File: src/rtl/rd_subtractor_pipe.sv
// Five-stage registered Kogge-Stone subtractor: diff = a - b - bin, computed as a + ~b + ~bin.
// Valid/ready on both sides; a single global stall freezes every stage, bubbles included.
module rd_subtractor_pipe (
    input  logic        clk,
    input  logic        rst_n,
    input  logic [15:0] a,
    input  logic [15:0] b,
    input  logic        bin,
    input  logic        in_valid,
    output logic        in_ready,
    output logic [15:0] diff,
    output logic        bout,
    output logic        ovf,
    output logic        out_valid,
    input  logic        out_ready,
    output logic        busy
);

    localparam int unsigned W  = 16;
    localparam int unsigned NS = 4;

    // One doubling level of group generate at distance d
    function automatic logic [W-1:0] ks_g(input logic [W-1:0] gg,
                                          input logic [W-1:0] pp,
                                          input int           d);
        logic [W-1:0] r;
        r = gg;
        for (int i = d; i < int'(W); i++) begin
            r[i] = gg[i] | (pp[i] & gg[i-d]);
        end
        return r;
    endfunction

    // One doubling level of group propagate at distance d
    function automatic logic [W-1:0] ks_p(input logic [W-1:0] pp,
                                          input int           d);
        logic [W-1:0] r;
        r = pp;
        for (int i = d; i < int'(W); i++) begin
            r[i] = pp[i] & pp[i-d];
        end
        return r;
    endfunction

    // Stage registers S0..S3; S4 is the output register set
    logic [NS-1:0]        sv;
    logic [NS-1:0]        sc0;
    logic [NS-1:0][W-1:0] grp_g;
    logic [NS-1:0][W-1:0] grp_p;
    logic [NS-1:0][W-1:0] bit_p;

    logic [W-1:0] g_in;
    logic [W-1:0] p_in;
    logic [W-1:0] g1;
    logic [W-1:0] p1;
    logic [W-1:0] g2;
    logic [W-1:0] p2;
    logic [W-1:0] g3;
    logic [W-1:0] p3;
    logic [W-1:0] g4;
    logic [W:0]   carry;
    logic         stall;

    // Bitwise generate/propagate with the inverted borrow folded into bit 0
    always_comb begin
        p_in    = a ^ ~b;
        g_in    = a & ~b;
        g_in[0] = g_in[0] | (p_in[0] & ~bin);
    end

    assign g1 = ks_g(grp_g[0], grp_p[0], 1);
    assign p1 = ks_p(grp_p[0], 1);
    assign g2 = ks_g(grp_g[1], grp_p[1], 2);
    assign p2 = ks_p(grp_p[1], 2);
    assign g3 = ks_g(grp_g[2], grp_p[2], 4);
    assign p3 = ks_p(grp_p[2], 4);
    assign g4 = ks_g(grp_g[3], grp_p[3], 8);

    // carry[i+1] is the group generate over bits i..0; carry[0] is the inverted borrow
    assign carry = {g4, sc0[NS-1]};

    assign stall    = out_valid & ~out_ready;
    assign in_ready = ~stall;
    assign busy     = (|sv) | out_valid;

    always_ff @(posedge clk or negedge rst_n) begin
        if (!rst_n) begin
            sv        <= '0;
            sc0       <= '0;
            grp_g     <= '0;
            grp_p     <= '0;
            bit_p     <= '0;
            out_valid <= 1'b0;
            diff      <= '0;
            bout      <= 1'b0;
            ovf       <= 1'b0;
        end else if (!stall) begin
            sv        <= {sv[NS-2:0], in_valid};
            sc0       <= {sc0[NS-2:0], ~bin};
            bit_p     <= {bit_p[NS-2:0], p_in};
            grp_g[0]  <= g_in;
            grp_g[1]  <= g1;
            grp_g[2]  <= g2;
            grp_g[3]  <= g3;
            grp_p[0]  <= p_in;
            grp_p[1]  <= p1;
            grp_p[2]  <= p2;
            grp_p[3]  <= p3;
            out_valid <= sv[NS-1];
            diff      <= bit_p[NS-1] ^ carry[W-1:0];
            bout      <= ~carry[W];
            ovf       <= carry[W] ^ carry[W-1];
        end
    end

endmodule

File: config.mk
export PLATFORM = sky130hd
export DESIGN_NAME = rd_subtractor_pipe
export DESIGN_NICKNAME = d
export VERILOG_FILES = /design/src/rtl/rd_subtractor_pipe.sv
export SDC_FILE = /design/constraint.sdc
export NUM_CORES = 1
export LEC_CHECK = 0
export BUFFER_PORTS_ARGS = -buffer_cell sky130_fd_sc_hd__buf_4
export CORE_MARGIN = 2
export CORE_UTILIZATION = 50
export DETAILED_ROUTE_END_ITERATION = 8
export PLACE_DENSITY = 0.79
export SYNTH_ARGS = -nofsm -noshare
export SYNTH_HDL_FRONTEND = slang
export SYNTH_SLANG_ARGS = --single-unit
File: constraint.sdc
create_clock -name clk -period 1.3 [get_ports clk]
set_input_delay 0.195 -clock clk [delete_from_list [all_inputs] [get_ports clk]]
set_output_delay 0.195 -clock clk [all_outputs]
set_load 0.02 [all_outputs]
==> impl.org <==
** GRT
- Entering global routing, the biggest net connects 68 pins.
- Wire length of the first global-routing pass :: ~27000 um
- Summed over all layers, the global routing overflow is 0.
- Total routing resource utilization after global routing :: 0.2065
- Via count of the first global-routing pass :: 5331
- The number of antenna violations at the first check in global routing came to 0.

** Placement
- Estimated wirelength of the detail-placed design :: 10280 um
- In this run, placement finished with an instance count of ~1100.
- Before CTS, the worst setup slack after placement is 0.06503 ns.
- Placed cell areas :: 8401 um2
- During placement, the flow inserted port buffers numbering between 50 and 60.
- Gp weighted congestion :: 0.7944

** Pwr
- The completed layout was analyzed and its total power is about 26 mW.
- Switching fraction of total power :: 0.3815
- In this run the power density over the cells is 2398 nW/um2.
- In this run the power spent charging and discharging nets is between 9 and 10 mW.
- Worst-case vdd ir drop :: approximately 1.4 mV
- Share of total power in sequential cells :: 0.414
- Clock share of power :: 0.225
- Leakage power of the design :: 5.746 nW
- The internal portion of the total power is 16.07 mW.
- The share of total power dissipated in combinational logic is 0.361.

** Detailed routing
- The first detailed-routing pass took 5 iterations.
- Detailed routing inserted a total of about 6700 vias.
- Wirelength, routed :: 23620 um
- After the first detailed-routing iteration, the DRC count stood at 806.
- Drc violations :: 0
- Number of nets still failing antenna checks after routing :: 0
- Average wire length per cell after detail routing :: 20.63 um
- Using the TritonRoute via totals, the vias-per-cell ratio works out to approximately 5.8.

** Critical path
- Worst Path Arrival :: 1.83 ns
- CP Max Fanout :: 8
- Logic depth of the worst setup path including buffers :: 7
- Crit path buf inv count :: 4
- Type of the worst setup path :: register to register
- The worst setup path is captured at a register.
- Critical register-to-register path endpoint :: grp_g[62]
- Required time reported for the critical path endpoint :: 1.65 ns
- Startpoint Class :: register
- Among cell families on the critical path, the largest total delay comes from buffers and inverters.
- In this run the critical register-to-register path is launched from out_valid.
- Number of cells traversed by the worst register-to-register path :: 7
- The largest single stage delay on the critical path is 0.36 ns.
- Cell with the largest stage delay on the worst path :: dfrtp_1
- Traced cell by cell, the critical path runs through nor2b_4 -> buf_4 -> buf_12 -> buf_16 -> clkbuf_16 -> nand2_1 -> o21ai_1.
- Setup slack on the worst reg-to-reg path comes out at -0.18 ns.

** Flow run
- The tool flagged a number of max-cap violations equal to 0.

** Timing
- Setup violations remaining at the end of the flow were counted as 169.
- Setup slack after layout :: -0.1809 ns
- Pin slew with the least headroom to its limit :: 0.3487 ns
- The number of failing hold endpoints at the final stage is 0.
- Final Hold Slack :: 0.07767 ns
- Dividing the final minimum period by the clock period gives 1.139.
- After routing, the total negative slack on setup checks comes to -12.26 ns.
- Maximum clock frequency :: 675.2 MHz
- Worst-case clock skew :: between 0.01 and 0.015 ns
- RSZ-0062 raised after global routing :: true
- Measured against its own limit, the worst slew margin works out to 0.7675.
- Max Slew Vio Count :: 0
- Shortest clock period the worst path allows after layout :: 1.481 ns

** Clock network
- Clock edge transition at the registers on the reported setup and hold paths :: 0.07 ns
- TritonCTS clock tree :: yes
- TritonCTS created 17 clock buffers.
- The clock passes through at most 2 buffers.
- Worst skew pair latency :: 0.43 ns
- CTS saw 189 sinks.
- Root buf cell :: clkbuf_16
- Htree depth :: 4

** Synth
- Proportion of synthesized chip area in sequential cells :: 0.6112
- The netlist uses 18 different library cells.
- Number of instances in the synthesized netlist :: 840
- Per-instance average area after synthesis :: 9.213 um2
- Count of flip-flops with a built-in enable after synthesis :: 0
- After synthesis the netlist holds a flip-flop and latch count of 189.
- In this run the cell area of the synthesized design comes to roughly 7700 um2.
- For this run, the leading register cell type out of synthesis is dfrtp_1.
- Number of warnings printed during yosys synthesis :: 0
- Counting flops with an async set or reset pin after synthesis yields a share of 1.000.
- Nets in the synthesized netlist :: 893

** Layout
- In the final design database the tool counted ~1000 nets.
- Number of inserted diodes :: 0
- Most frequent cells in the layout :: nand2_1, dfrtp_1, nand2_2, buf_4, a21oi_1
- After routing the design area is 10830 um2.
- Excluding fillers, the count of instances in the completed layout stands at 1145.
- The multi-input combinational cells in the finished layout cover a total of 3338 um2.
- Of the cells placed in the final design, the portion with a size suffix greater than 1 is 0.3365.
- The library cell used most frequently in the layout, excluding fill and tap cells, is nand2_1.
- Final Core Density :: 0.7153
- After filler insertion, the fill cell instance count of the layout stands at 921.
- Area added between synthesis and finish :: 40.00%
- Across the whole layout, storage elements account for roughly 4700 um2.

** Floorplanning
- I/O pin total :: between 50 and 60
- Total number of placement rows :: 45
- From left edge to right edge, the die measures between 100 and 150 um.
- The die covers 16490 um2.
- The core region is 15150 um2.
- Effective utilization at floorplan :: 0.5109
- From bottom edge to top edge, the die measures 128.4 um.

** Outcome
- The final reports fail on negative setup slack.
- The flow ran to the end, but the final reports show violations.

** Hold path
- The path class of the tightest hold or removal check is input pin to register.
- Beginning of the worst hold path :: a[8]
- Min-Delay Endpoint :: grp_p[8]
- The worst hold path passes through 4 cells.
[repair_timing]
action	CTS	global route
resized for setup	14	295
buffers inserted	3	4
hold buffers	3	0
endpoints found under the setup margin	2	158
cloned	1	39
pin swaps	2	36
endpoints found under the hold margin	191	0
[power groups by stage]
| stage | Clock [mW] | Sequential (mW) | Combinational [mW] |
|---|---|---|---|
| after floorplan | 0 | 9.85 | 3.63 |
| after global placement | 0 | 10.0 | 5.35 |
| after detailed placement | 0 | 10.1 | 5.53 |
| after CTS | 5.81 | 10.0 | 5.84 |
| after global routing | 6.10 | 11.0 | 9.98 |
| final | 5.85 | 10.7 | 9.39 |
[per-layer routing]
layer,vias up,routed length [um],global-route usage
met1,3264,8763,0.2976
met5,-,0,0
met4,0,1147,0.05818
li1,2895,-,-
met3,118,1658,0.04657
met2,376,12050,0.3188
[worst max path at each step]
stage	start	to	slack [ns]
after global routing	out_valid	busy	-0.20
after detailed placement	out_valid	grp_g[21]	0.07
final	out_valid	grp_g[62]	-0.18
after CTS	out_valid	in_ready	-0.17
after global placement	out_valid	diff[8]	0.11
after floorplan	out_valid	bit_p[26]	0.02
[synthesized netlist by cell type (all sizes together) (3+ instances only)]
library cell,count,area share
xor2,7,0.0079
nand3,34,0.022
buf,36,0.036
o21ai,58,0.038
nor2,3,0.0015
a21oi,52,0.034
inv,18,0.0091
ha,16,0.026
dfrtp,189,0.61
nand2,409,0.20
xnor2,10,0.011
clkbuf,5,0.0024
[sequential cells by signal, summed over array words and instances (netlist names)]
name       count
bout           1
sc0            4
g1             1
g3             4
diff          16
out_valid      1
g2             2
ovf            1
sv             4
bit_p         45
grp_g         49
carry          8
grp_p         53
[layout make-up]
type,instances,share of cell area
sequential,189,0.4365
multi-input combinational,592,0.3081
timing repair buffer,126,0.1660
clock buffer,19,0.04181
tap,188,0.02171
clock inverter,13,0.01940
inverter,18,0.006467
[cell families after synthesis]
logic type	share of synthesized area
buffers and inverters	0.04754
DFF	0.6112
and+or+nand+nor	0.2251
AOI/OAI and AO/OA	0.07114
xor gates and xnor gates	0.01924
adders and majority gates	0.02587
[worst register-to-register path, stage by stage, from the launching register on]
cell       delay, ns
dfrtp_1         0.36
nor2b_4         0.18
buf_4           0.14
buf_12          0.15
buf_16          0.16
clkbuf_16       0.20
nand2_1         0.09
o21ai_1         0.13
Power figures use the tool's default switching activity.
